==> src/rtl/ram_arbiter.sv <==
// ram_arbiter: round-robin arbiter giving three cores serialised access to one single-port RAM.
module ram_arbiter #(
  parameter int DATA_LEN    = 16,
  parameter int ADDRESS_LEN = 8
) (
  input  logic                     clk,
  input  logic                     rst,
  input  logic [2:0]               req,
  input  logic [2:0]               we,
  input  logic [3*ADDRESS_LEN-1:0] addr,
  input  logic [3*DATA_LEN-1:0]    wdata,
  output logic [2:0]               ack,
  output logic [3*DATA_LEN-1:0]    rdata,
  output logic [2:0]               grant,
  output logic                     mem_read,
  output logic                     mem_write,
  output logic [ADDRESS_LEN-1:0]   mem_addr,
  output logic [DATA_LEN-1:0]      mem_wdata,
  input  logic [DATA_LEN-1:0]      mem_rdata
);
  typedef enum logic [1:0] {IDLE, ACCESS, WAIT, DONE} state_t;
  state_t                   state_q, state_d;
  logic [1:0]               rr_ptr_q, rr_ptr_d, idx_q, idx_d, win;
  logic [2:0]               grant_q, grant_d;
  logic                     we_q, we_d;
  logic [ADDRESS_LEN-1:0]   addr_q, addr_d;
  logic [DATA_LEN-1:0]      wdata_q, wdata_d;
  logic [3*DATA_LEN-1:0]    rdata_q, rdata_d;
  // first requester at or above rr_ptr, wrapping mod 3
  always_comb
    win = rr_ptr_q == 2'd1 ? (req[1] ? 2'd1 : req[2] ? 2'd2 : 2'd0) :
          rr_ptr_q == 2'd2 ? (req[2] ? 2'd2 : req[0] ? 2'd0 : 2'd1) :
                             (req[0] ? 2'd0 : req[1] ? 2'd1 : 2'd2);
  always_comb begin
    state_d  = state_q;
    rr_ptr_d = rr_ptr_q;
    idx_d    = idx_q;
    grant_d  = grant_q;
    we_d     = we_q;
    addr_d   = addr_q;
    wdata_d  = wdata_q;
    rdata_d  = rdata_q;
    case (state_q)
      IDLE: if (|req) begin
        state_d = ACCESS;
        idx_d   = win;
        grant_d = 3'b001 << win;
        we_d    = we[win];
        addr_d  = addr[win*ADDRESS_LEN +: ADDRESS_LEN];
        wdata_d = wdata[win*DATA_LEN +: DATA_LEN];
      end
      ACCESS: state_d = WAIT;
      WAIT: begin
        state_d = DONE;
        if (!we_q) rdata_d[idx_q*DATA_LEN +: DATA_LEN] = mem_rdata;
      end
      default: begin
        state_d  = IDLE;
        grant_d  = '0;
        rr_ptr_d = idx_q == 2'd2 ? 2'd0 : idx_q + 2'd1;
      end
    endcase
  end
  always_ff @(posedge clk or posedge rst)
    if (rst) begin
      state_q  <= IDLE;
      rr_ptr_q <= '0;
      idx_q    <= '0;
      grant_q  <= '0;
      we_q     <= 1'b0;
      addr_q   <= '0;
      wdata_q  <= '0;
      rdata_q  <= '0;
    end else begin
      state_q  <= state_d;
      rr_ptr_q <= rr_ptr_d;
      idx_q    <= idx_d;
      grant_q  <= grant_d;
      we_q     <= we_d;
      addr_q   <= addr_d;
      wdata_q  <= wdata_d;
      rdata_q  <= rdata_d;
    end
  assign ack       = state_q == DONE ? grant_q : 3'b000;
  assign grant     = grant_q;
  assign rdata     = rdata_q;
  assign mem_read  = state_q == ACCESS && !we_q;
  assign mem_write = state_q == ACCESS && we_q;
  assign mem_addr  = addr_q;
  assign mem_wdata = wdata_q;
endmodule

==> config.mk <==
export PLATFORM = sky130hd
export DESIGN_NAME = ram_arbiter
export DESIGN_NICKNAME = d
export VERILOG_FILES = /design/src/rtl/ram_arbiter.sv
export SDC_FILE = /design/constraint.sdc
export NUM_CORES = 1
export LEC_CHECK = 0
export ABC_CLOCK_PERIOD_IN_PS = 3600
export CAP_MARGIN = 15
export CORE_MARGIN = 3
export CORE_UTILIZATION = 41
export CTS_CLUSTER_SIZE = 10
export DETAILED_ROUTE_END_ITERATION = 7
export PLACE_DENSITY = 0.78
export SLEW_MARGIN = 20
export SYNTH_ARGS = -nofsm -noshare
export SYNTH_HDL_FRONTEND = slang
export SYNTH_SLANG_ARGS = --single-unit
export TNS_END_PERCENT = 10
==> constraint.sdc <==
create_clock -name clk -period 3.6 [get_ports clk]
set_clock_uncertainty 0.2 [all_clocks]
set_input_delay 0.72 -clock clk [delete_from_list [all_inputs] [get_ports clk]]
set_output_delay 0.72 -clock clk [all_outputs]
set_load 0.01 [all_outputs]
==> results.yml <==
timing:
  rsz0062_at_grt: "no"
  whs_ns: 0.286
  finalMaxSlewViolations: 0
  fin_crit_ns: 2.64
  relSlewSlack_pct: 39.4
  hold_violations: 0
  tightest_slew_ns: 0.905
  fin_ws_ns: 0.961
  clock.fmax_mhz: 379
  setup_tns_ns: 0
  setup_viol: 0
  post-route-period-util_pct: 73.3
placement:
  numPortBuffers: 175
  place.detailed.hpwl_um: 7780
  gp_congestion: 0.780
  pre_cts_ws_ns: 0.522
clocking:
  cts.sinks: 82
  cts_resized: 0
  cts_made_buffers: 9
  cts_buffer_depth: 2
  path_clk_slew_ns: 0.08
  clock_latency_ns: 0.34
  h-tree-depth: 3
  cts_tree: "built"
  cts_setup_buffers: 0
  hold_buffers: 0
  root_buffer: "clkbuf_8"
grt:
  grt_max_degree: 39
  grt_remaining_overflow: 0
  grt_pass1_wl_um: 16800
  grtUsageTotal_pct: 20.4
  antenna_found_initial: 0
  grt_pass1_vias: 3465
synthesis:
  synth_nets: 482
  ys_seq_elements: 82
  synth_cell_types: 33
  synth.avg_cell_area_um2: 10.0
  ys_seq_area_share_pct: 54.4
  synthCells: 377
  synth_area_um2: 3770
  yosysWarnings: 0
worst_setup_path:
  end_kind: "output pin"
  crit_required_ns: 2.68
  critical_path_class: "register to output pin"
  critPathMaxFanout: 5
  arrival_ns: 1.72
  crit_path_start_kind: "register"
layout:
  n_fill_cell: 720
  antenna_cells: 0
  syn2layout_area_growth_pct: 52.6
  num-nets-final: 648
  finish.utilization_pct: 65.0
  drive_above_1_share_pct: 6.75
detailed_routing:
  dr.pass1.iters: 5
  via_per_inst: 5.22
  antenna_left: 0
  route.detailed.drc: 0
  post_drt_wl_per_cell_um: 15.8
  dr_total_vias: 3422
  drtIter0Drc: 103
  drt_wl_total_um: 10400
power_and_ir_drop:
  vdd_drop_max_uv: 325
  pwr_density_cell_nw_per_um2: 793
  power.total_w: 0.00456
  leakage_nw: 2.37
die:
  io_pins: 176
  die_y_um: 102
  die_width_um: 102
  die-area_um2: 10400
  start_util_pct: 42.6
  rows: 34
  coreArea_um2: 8850
run_status:
  status: "finished clean"
min_path:
  hp-class: "register to register"
run:
  drv_cap: 0
-- cell type report --
type	count	area [µm²]	share of cell area, %
Sequential cell	82	2050	35.7
Timing Repair Buffer	178	1790	31.0
Multi-Input combinational cell	267	1570	27.2
Tap cell	108	135	2.35
Clock buffer	9	124	2.15
Clock inverter	7	70.1	1.22
Inverter	5	20.0	0.348
-- final timing paths --
kind / from / end / slack, ns / depth (start not counted)
setup / recovery: state_q[0]$_DFFE_PP0P_ / ack[0] / 0.96 / 3
hold / removal: rdata[46]$_DFFE_PP0P_ / rdata[46]$_DFFE_PP0P_ / 0.29 / 2
setup reg to reg: idx_q[0]$_DFFE_PP0P_ / rdata[7]$_DFFE_PP0P_ / 1.01 / 5
hold reg to reg: rdata[46]$_DFFE_PP0P_ / rdata[46]$_DFFE_PP0P_ / 0.29 / 2
max in group asynchronous: rst / mem_addr[6]$_DFFE_PP0P_ / 1.88 / 3
min in group asynchronous: rst / rdata[39]$_DFFE_PP0P_ / 0.54 / 2
-- placed cells by master (no fill, tap or decap), drive strengths merged --
| cell type | instances |
|---|---|
| bufinv | 1 |
| nor2 | 29 |
| nand2b | 1 |
| o22ai | 1 |
| a31oi | 27 |
| nor4b | 4 |
| nand2 | 99 |
| clkinv | 6 |
| nand3 | 1 |
| o211a | 1 |
| o21ai | 35 |
| dfrtp | 82 |
| a22o | 20 |
| buf | 3 |
| mux2 | 2 |
| a22oi | 25 |
| a21oi | 2 |
| clkdlybuf4s50 | 175 |
| nor2b | 4 |
| clkinvlp | 1 |
| ha | 9 |
| or2 | 1 |
| nor3 | 2 |
| and2 | 4 |
| inv | 4 |
| clkbuf | 9 |
-- report_power, final --
part,internal [W],switching [W]
clock,0.000319,0.000339
combinational,0.00120,0.00109
sequential,0.00134,0.000269
-- logic make-up (layout without fill, tap and decap cells) --
group                      count (synthesis)  in the layout  synth area share (%)
AOI/OAI and AO/OA                        111            111                  20.1
and+or+nand+nor                          145            145                  17.4
buffers and inverters                     28            199                  4.44
muxes                                      2              2                 0.597
DFF                                       82             82                  54.4
adders and majority gates                  9              9                  2.99
-- registers in the layout, summed over array words and instances, names as in the netlist --
name	count
rdata	48
mem_wdata	16
state_q	2
we_q	1
idx_q	2
mem_addr	8
grant	3
rr_ptr_q	2
-- through the flow --
step / area, µm² / cells
after floorplan: 3770 / 377
after global placement: 5550 / 640
after detailed placement: 5550 / 640
after CTS: 5750 / 656
after global routing: 5760 / 656
final: 5760 / 656
-- cells in the mapped netlist --
cell	n	area share, %
nand2_1	97	9.7
dfrtp_1	82	54
o21ai_0	33	4.4
nor2_1	28	2.8
a31oi_1	27	4.5
a22oi_1	21	4.2
a22o_1	20	4.6
clkbuf_1	10	1.0
ha_1	9	3.0
buf_6	7	2.1
a22oi_2	4	1.3
and2_1	4	0.66
inv_1	4	0.40
nor2b_1	3	0.50
nor4b_4	3	1.9
a21oi_1	2	0.27
buf_1	2	0.20
buf_2	2	0.27
buf_4	2	0.40
mux2_2	2	0.60
nand2_2	2	0.33
o21ai_1	2	0.27
inv_2	1	0.099
nand2b_1	1	0.17
nand3_1	1	0.13
nor2_4	1	0.30
nor2b_2	1	0.23
nor3_1	1	0.13
nor3_2	1	0.27
nor4b_1	1	0.23
o211a_1	1	0.27
o22ai_2	1	0.33
or2_1	1	0.17
-- worst max-delay path, cell delays in order (launching register included) --
cell	delay (ns)
dfrtp_1	0.39
ha_1	0.29
and2_1	0.16
clkdlybuf4s50_1	0.54
-- metal layers --
metal | GRT usage (%) | vias up | share of wire, %
li1 | - | 1656 | -
met1 | 25.8 | 1578 | 42
met2 | 33.2 | 170 | 45
met3 | 7.51 | 18 | 11
met4 | 5.65 | 0 | 1.8
met5 | 0 | - | 0
Note: power is estimated with default switching activity, not from simulation.
